==> config.mk <==
export PLATFORM = sky130hd
export DESIGN_NAME = buffer_w_rd_sched_flat
export DESIGN_NICKNAME = d
export VERILOG_FILES = /design/src/rtl/buffer_w_rd_sched_if.sv /design/src/rtl/buffer_w_rd_sched.sv /design/src/flat_wrapper.sv
export SDC_FILE = /design/constraint.sdc
export NUM_CORES = 1
export LEC_CHECK = 0
export BUFFER_PORTS_ARGS = -buffer_cell sky130_fd_sc_hd__buf_2
export CORE_UTILIZATION = 35
export DETAILED_ROUTE_END_ITERATION = 8
export GPL_TIMING_DRIVEN = 0
export PLACE_DENSITY = 0.6
export SLEW_MARGIN = 20
export SYNTH_ARGS = -nofsm -noshare
export SYNTH_HDL_FRONTEND = slang
export SYNTH_SLANG_ARGS = --single-unit
==> constraint.sdc <==
create_clock -name clk -period 3.4 [get_ports clk]
set_input_delay 0.34 -clock clk [delete_from_list [all_inputs] [get_ports clk]]
set_output_delay 0.34 -clock clk [all_outputs]
set_load 0.03 [all_outputs]
==> src/rtl/buffer_w_rd_sched_if.sv <==
// rtl/buffer_w_rd_sched_if.sv - instruction, buffer read and status signals of the weight read sequencer
interface buffer_w_rd_sched_if #(
  parameter int BUFFER_ADDR_WIDTH = 13,
  parameter int LEN_WIDTH         = 14,
  parameter int REP_WIDTH         = 8
);
  logic                         inst_valid;
  logic                         inst_ready;
  logic [BUFFER_ADDR_WIDTH-1:0] inst_base_addr;
  logic [LEN_WIDTH-1:0]         inst_len;
  logic [REP_WIDTH-1:0]         inst_repeat;
  logic                         mm_read_addr_valid;
  logic [BUFFER_ADDR_WIDTH-1:0] mm_read_addr;
  logic                         mm_read_data_valid;
  logic                         credit_return;
  logic                         busy;
  logic                         done;
  logic                         credit_err;

  modport slave (
    input  inst_valid, inst_base_addr, inst_len, inst_repeat,
    input  mm_read_data_valid, credit_return,
    output inst_ready, mm_read_addr_valid, mm_read_addr, busy, done, credit_err
  );

  modport master (
    output inst_valid, inst_base_addr, inst_len, inst_repeat,
    output mm_read_data_valid, credit_return,
    input  inst_ready, mm_read_addr_valid, mm_read_addr, busy, done, credit_err
  );
endinterface

==> src/rtl/buffer_w_rd_sched.sv <==
// rtl/buffer_w_rd_sched.sv - credit-gated weight buffer read sequencer
// Issues len*passes row reads, one per cycle while credits last, and pulses done once all have returned.
module buffer_w_rd_sched #(
  parameter int BUFFER_ADDR_WIDTH = 13,
  parameter int LEN_WIDTH         = 14,
  parameter int REP_WIDTH         = 8,
  parameter int CREDITS           = 8,
  parameter int READ_LATENCY      = 4
) (
  input logic               clk,
  input logic               rst_n,
  buffer_w_rd_sched_if.slave bus
);
  localparam int CW = $clog2(CREDITS + 1);
  localparam int OW = $clog2(READ_LATENCY + CREDITS) + 1;
  localparam logic [CW-1:0] CREDITS_MAX = CW'(CREDITS);

  typedef enum logic [1:0] {IDLE, ISSUE, DRAIN, DONE} state_t;

  state_t                       state;
  logic [BUFFER_ADDR_WIDTH-1:0] base_r;
  logic [LEN_WIDTH-1:0]         len_r;
  logic [LEN_WIDTH-1:0]         offset;
  logic [REP_WIDTH-1:0]         passes;
  logic [REP_WIDTH-1:0]         pass;
  logic [CW-1:0]                credits;
  logic [CW-1:0]                credits_next;
  logic [OW-1:0]                outstanding;
  logic [OW-1:0]                out_next;
  logic                         cr_overflow;
  logic                         issue;
  logic                         last_row;
  logic                         last_pass;
  logic [BUFFER_ADDR_WIDTH-1:0] row_addr;

  logic                         inst_ready_r;
  logic                         addr_valid_r;
  logic [BUFFER_ADDR_WIDTH-1:0] addr_r;
  logic                         busy_r;
  logic                         done_r;
  logic                         credit_err_r;

  assign issue     = (state == ISSUE) && (credits != '0);
  assign last_row  = (offset == len_r - LEN_WIDTH'(1));
  assign last_pass = (pass == passes - REP_WIDTH'(1));
  assign row_addr  = base_r + BUFFER_ADDR_WIDTH'(offset);

  // An issue and a return in the same cycle cancel; a return into a full pool is an error.
  always_comb begin
    credits_next = credits;
    cr_overflow  = 1'b0;
    if (issue && !bus.credit_return) begin
      credits_next = credits - CW'(1);
    end else if (!issue && bus.credit_return) begin
      if (credits == CREDITS_MAX) cr_overflow = 1'b1;
      else                        credits_next = credits + CW'(1);
    end

    out_next = outstanding;
    if (issue && !bus.mm_read_data_valid) begin
      out_next = outstanding + OW'(1);
    end else if (!issue && bus.mm_read_data_valid && outstanding != '0) begin
      out_next = outstanding - OW'(1);
    end
  end

  always_ff @(posedge clk or negedge rst_n) begin
    if (!rst_n) begin
      state        <= IDLE;
      base_r       <= '0;
      len_r        <= '0;
      offset       <= '0;
      passes       <= '0;
      pass         <= '0;
      credits      <= CREDITS_MAX;
      outstanding  <= '0;
      inst_ready_r <= 1'b1;
      addr_valid_r <= 1'b0;
      addr_r       <= '0;
      busy_r       <= 1'b0;
      done_r       <= 1'b0;
      credit_err_r <= 1'b0;
    end else begin
      credits      <= credits_next;
      outstanding  <= out_next;
      addr_valid_r <= 1'b0;
      addr_r       <= '0;
      done_r       <= 1'b0;
      if (cr_overflow) credit_err_r <= 1'b1;

      case (state)
        IDLE: begin
          if (bus.inst_valid) begin
            base_r       <= bus.inst_base_addr;
            len_r        <= bus.inst_len;
            passes       <= (bus.inst_repeat == '0) ? REP_WIDTH'(1) : bus.inst_repeat;
            offset       <= '0;
            pass         <= '0;
            inst_ready_r <= 1'b0;
            busy_r       <= 1'b1;
            state        <= (bus.inst_len == '0) ? DRAIN : ISSUE;
          end
        end
        ISSUE: begin
          if (issue) begin
            addr_valid_r <= 1'b1;
            addr_r       <= row_addr;
            if (last_row) begin
              offset <= '0;
              pass   <= pass + REP_WIDTH'(1);
              if (last_pass) state <= DRAIN;
            end else begin
              offset <= offset + LEN_WIDTH'(1);
            end
          end
        end
        // Looking at the post-update count lets done follow the final return by one cycle.
        DRAIN: begin
          if (out_next == '0) begin
            state  <= DONE;
            done_r <= 1'b1;
          end
        end
        DONE: begin
          state        <= IDLE;
          inst_ready_r <= 1'b1;
          busy_r       <= 1'b0;
        end
        default: state <= IDLE;
      endcase
    end
  end

  assign bus.inst_ready         = inst_ready_r;
  assign bus.mm_read_addr_valid = addr_valid_r;
  assign bus.mm_read_addr       = addr_r;
  assign bus.busy               = busy_r;
  assign bus.done               = done_r;
  assign bus.credit_err         = credit_err_r;
endmodule

==> src/flat_wrapper.sv <==
// flat-port wrapper written by rule: the top's interface ports become plain ports
module buffer_w_rd_sched_flat 
#(
  parameter int BUFFER_ADDR_WIDTH = 13,
  parameter int LEN_WIDTH         = 14,
  parameter int REP_WIDTH         = 8,
  parameter int CREDITS           = 8,
  parameter int READ_LATENCY      = 4
)
  (clk, rst_n, bus_inst_valid, bus_inst_base_addr, bus_inst_len, bus_inst_repeat, bus_mm_read_data_valid, bus_credit_return, bus_inst_ready, bus_mm_read_addr_valid, bus_mm_read_addr, bus_busy, bus_done, bus_credit_err);
  buffer_w_rd_sched_if #(.BUFFER_ADDR_WIDTH(BUFFER_ADDR_WIDTH), .LEN_WIDTH(LEN_WIDTH), .REP_WIDTH(REP_WIDTH)) bus_i ();
  input logic clk;
  input logic rst_n;
  input wire logic [$bits(bus_i.inst_valid)-1:0] bus_inst_valid;
  input wire logic [$bits(bus_i.inst_base_addr)-1:0] bus_inst_base_addr;
  input wire logic [$bits(bus_i.inst_len)-1:0] bus_inst_len;
  input wire logic [$bits(bus_i.inst_repeat)-1:0] bus_inst_repeat;
  input wire logic [$bits(bus_i.mm_read_data_valid)-1:0] bus_mm_read_data_valid;
  input wire logic [$bits(bus_i.credit_return)-1:0] bus_credit_return;
  output wire logic [$bits(bus_i.inst_ready)-1:0] bus_inst_ready;
  output wire logic [$bits(bus_i.mm_read_addr_valid)-1:0] bus_mm_read_addr_valid;
  output wire logic [$bits(bus_i.mm_read_addr)-1:0] bus_mm_read_addr;
  output wire logic [$bits(bus_i.busy)-1:0] bus_busy;
  output wire logic [$bits(bus_i.done)-1:0] bus_done;
  output wire logic [$bits(bus_i.credit_err)-1:0] bus_credit_err;
  assign bus_i.inst_valid = bus_inst_valid;
  assign bus_i.inst_base_addr = bus_inst_base_addr;
  assign bus_i.inst_len = bus_inst_len;
  assign bus_i.inst_repeat = bus_inst_repeat;
  assign bus_i.mm_read_data_valid = bus_mm_read_data_valid;
  assign bus_i.credit_return = bus_credit_return;
  assign bus_inst_ready = bus_i.inst_ready;
  assign bus_mm_read_addr_valid = bus_i.mm_read_addr_valid;
  assign bus_mm_read_addr = bus_i.mm_read_addr;
  assign bus_busy = bus_i.busy;
  assign bus_done = bus_i.done;
  assign bus_credit_err = bus_i.credit_err;
  buffer_w_rd_sched #(.BUFFER_ADDR_WIDTH(BUFFER_ADDR_WIDTH), .LEN_WIDTH(LEN_WIDTH), .REP_WIDTH(REP_WIDTH), .CREDITS(CREDITS), .READ_LATENCY(READ_LATENCY)) u_core (.clk(clk), .rst_n(rst_n), .bus(bus_i));
endmodule
==> metrics list <==
- In this run the most critical hold path is launched from bus_inst_base_addr[10].
* Share of cells above drive strength 1: 20.6%
- The die covers 15,300 µm².
- Inserted Clock Buffers: 9
- For the pin with the worst max-slew slack, the measured transition is 0.866 ns.
- The analysis attributes to net switching a power of 1.21 mW.
* Arr. time, crit path: 3.35 ns
- Post-place setup slack: 0.196 ns
- The critical path in this run is classified as flop to flop.
* Vias in the first global route: 4,134
- Power per cell area: 569 nW/µm²
- Switching share of total power: 35.3%
- Crit path launch: u_core.offset[0]
* Layout Area Growth over Synthesis: 16.4%
- The routed design has 11,800 µm of wire.
- Number of synthesized flops with an enable pin: 0
* Status: finished, violations left
- Number of DRC markers after the initial detailed-route iteration: 259
* Failing checks: design-rule violations
* Largest fanout on the critical path: 6
- Average wire per standard cell: 15.3 µm
- Total of max-cap violations: 0
* Total number of yosys warnings: 0
- Summed over all failing endpoints, the final setup total negative slack is 0 ns.
* Level count of the clock H-tree: 3
- For this design the static power due to leakage is 2.87 nW.
* Final worst-path cycle share: 92.0%
- In this run the worst hold path is classified as primary input to flop.
- Die outline width: 124 µm
- The number of antenna violations at the first check in global routing is 0.
* Fraction of power consumed by combinational cells: 31.0%
- TritonCTS clock tree: yes
- Met1 Usage GRT: 21.6%
* Busiest layer in global routing: met2
- The hold violation count in the final report was 0.
- Top achievable clock speed: 320 MHz
* Sequential fraction of the synthesis area: 41.6%
* Post-detailed-placement half-perimeter wirelength: 8960 µm
* Unrepaired setup endpoints after global routing: no
- Clock network power share: 28.7%
* Max Slew Vio Count: 0
- Post-synth cell types: 63
* Kind of end point of the critical path: flop
- The clock passes through at most 2 buffers.
- After technology mapping, the gate count stands at 513.
- ANT cells: 0
- Summing all multi-input logic gate instances after layout gives 2860 µm².
- At the end of the flow, the number of nets in the layout was 652.
- Total number of vias: 4,094
* Final setup skew: 0.00958 ns
* Cell chosen for the clock root: clkbuf_16
- Once the floorplan was initialized, standard cells occupied 35.7% of the core.
* First-pass GRT wire length: 20,000 µm
- Peak supply drop: 247 µV
* Die span in y: 124 µm
- Core area: 14,500 µm²
- Internal Dissipation: 2.22 mW
* Final setup fails: 0
* Detailed Routing Iterations Pass 1: 6
- Leftover overflow at the end of global routing: 0
- The worst setup path is launched from a flop.
- Leaving out fill and tap cells, the most frequent cells in the layout are 84 x dfrtp_1, 58 x buf_2, 44 x nor2_1.
- Leaving out fill and tap cells, the most frequent cell in the layout is dfrtp_1.
* Setup slack after layout: 0.272 ns
- In the global route stage, met3 resource usage came out at 3.62%.
* I/O pin cnt: 58
- Counting every net in the synthesized netlist gives 582.
* Count of unresolved DRC violations after routing: 1
- After floorplanning, the core was divided into 44 placement rows.
* Top FF cell, synth: dfrtp_1
- Port Buffer Count: 57
- Met2 Track Usage GR: 28.4%
- In the final layout, flip-flops and latches occupy 2150 µm².
* Post-cts repair resize count: 0
- Across every metal layer, demand over resource in global routing totals 17.1%.
* Avg Cell Area, Syn: 10.1 µm²
* Final weighted congestion in routability-driven placement: 0.884
- Sequential cells account for 40.2% of the total power.
- Average vias per placed instance: 5.30
- Data required, critical path: 3.62 ns
- Count of nets left with antenna violations after detail routing: 0
- Post-synth ARST share: 100%
- Register bit total from synthesis: 86
- Shortest clock period the worst path allows after layout: 3.13 ns
* Area of the mapped netlist: 5170 µm²
- Worst reg2reg path startpoint: u_core.offset[0]
* Final-layout fill cell count: 1,432
* Worst relative slew slack: 41.7%
* Clk Latency, worst-skew pair: 0.35 ns
* Number of sinks handled by clock tree synthesis: 86
* Clock input transition at the sequential cells of the worst setup and hold paths: 0.06 ns
- Entering global routing, the biggest net connects 55 pins.
## Yosys cell counts, drive strengths merged (14+ instances only)
cell type / number / area (µm²)
a21oi: 19 / 98.9
and3: 14 / 93.8
dfrtp: 84 / 2100
ha: 27 / 338
inv: 27 / 101
mux2: 35 / 394
nand2: 25 / 93.8
nor2: 44 / 165
nor3: 15 / 75.1
o21ai: 21 / 105
xnor2: 38 / 333
xor2: 14 / 123
## metal layers
| layer | vias to the layer above | part of all wire [%] |
|---|---|---|
| met5 | - | 0 |
| li1 | 2002 | - |
| met4 | 0 | 1.9 |
| met3 | 19 | 4.0 |
| met1 | 1991 | 45 |
| met2 | 82 | 49 |
## stage by stage
| stage | std cells | hold WS, ns | util (%) | total power, mW | area (µm²) |
|---|---|---|---|---|---|
| finish | 772 | 0.217 | 41.6 | 3.43 | 6020 |
| floorplan | 513 | 0.0444 | - | 2.14 | 5170 |
| global placement | 754 | 0.448 | 39.3 | 2.41 | 5690 |
| CTS | 772 | 0.206 | 41.6 | 3.45 | 6020 |
| global route | 772 | 0.212 | 41.6 | 3.66 | 6020 |
| detailed placement | 755 | 0.326 | 39.5 | 2.45 | 5720 |
## registers in the layout (all words and copies together) (netlist names), 2 cells and up
signal	flops
u_core.len_r	14
u_core.offset	14
u_core.base_r	13
u_core.bus.mm_read_addr	13
u_core.pass	8
u_core.passes	8
u_core.outstanding	5
u_core.credits	4
u_core.state	2
## area by class of cell
cell class | instances | share of cell area, %
inverter | 27 | 1.68
clock buffer | 14 | 4.22
timing repair buffer | 60 | 5.53
sequential | 86 | 35.8
multi-input combinational | 387 | 47.5
clock inverter | 2 | 0.582
buffer | 12 | 0.914
tap | 184 | 3.82
## final timing paths
| path | endpoint | slack (ns) | cells past startpoint |
|---|---|---|---|
| worst max-delay path | u_core.bus.mm_read_addr[12] | 0.27 | 9 |
| worst min-delay path | u_core.base_r[10] | 0.22 | 2 |
| min in group asynchronous | u_core.base_r[12] | 0.49 | 2 |
| max in group asynchronous | u_core.credits[3] | 2.23 | 3 |
| worst min register to register | u_core.bus.credit_err | 0.47 | 1 |
| worst max register to register | u_core.bus.mm_read_addr[12] | 0.27 | 9 |
## power by group through the flow
| stage | clock, mW | combinational, mW | sequential [mW] |
|---|---|---|---|
| after floorplan | 0 | 0.677 | 1.46 |
| after CTS | 1.01 | 1.06 | 1.38 |
| final | 0.985 | 1.06 | 1.38 |
| after global placement | 0 | 1.01 | 1.39 |
| after global routing | 1.06 | 1.20 | 1.40 |
| after detailed placement | 0 | 1.05 | 1.39 |
## logic make-up (layout without fill, tap and decap cells)
group	Yosys count	after routing	share of synthesized area, %
and+or+nand+nor	166	166	17.0
AOI/OAI and AO/OA	99	99	13.4
DFF	86	86	41.6
xor gates and xnor gates	52	52	8.80
muxes	41	41	8.78
buffers and inverters	40	115	3.09
adders and majority gates	29	29	7.30
## worst max-delay path, cell delays in order, from the launching register on
cell and delay (ns):
dfrtp_1 0.47, ha_1 0.28, fa_1 0.40, a21o_1 0.18
a21o_1 0.20, a2111oi_0 0.59, o31ai_1 0.22, o41ai_1 0.37
xnor2_1 0.22, nor2_1 0.07
## what timing repair did
| action | 4_1_cts | 5_1_grt |
|---|---|---|
| setup buffers | 0 | 1 |
| hold buffers | 1 | 0 |
| endpoints found under the setup margin | 0 | 1 |
| endpoints found under the hold margin | 32 | 0 |
Power figures use the tool's default switching activity.
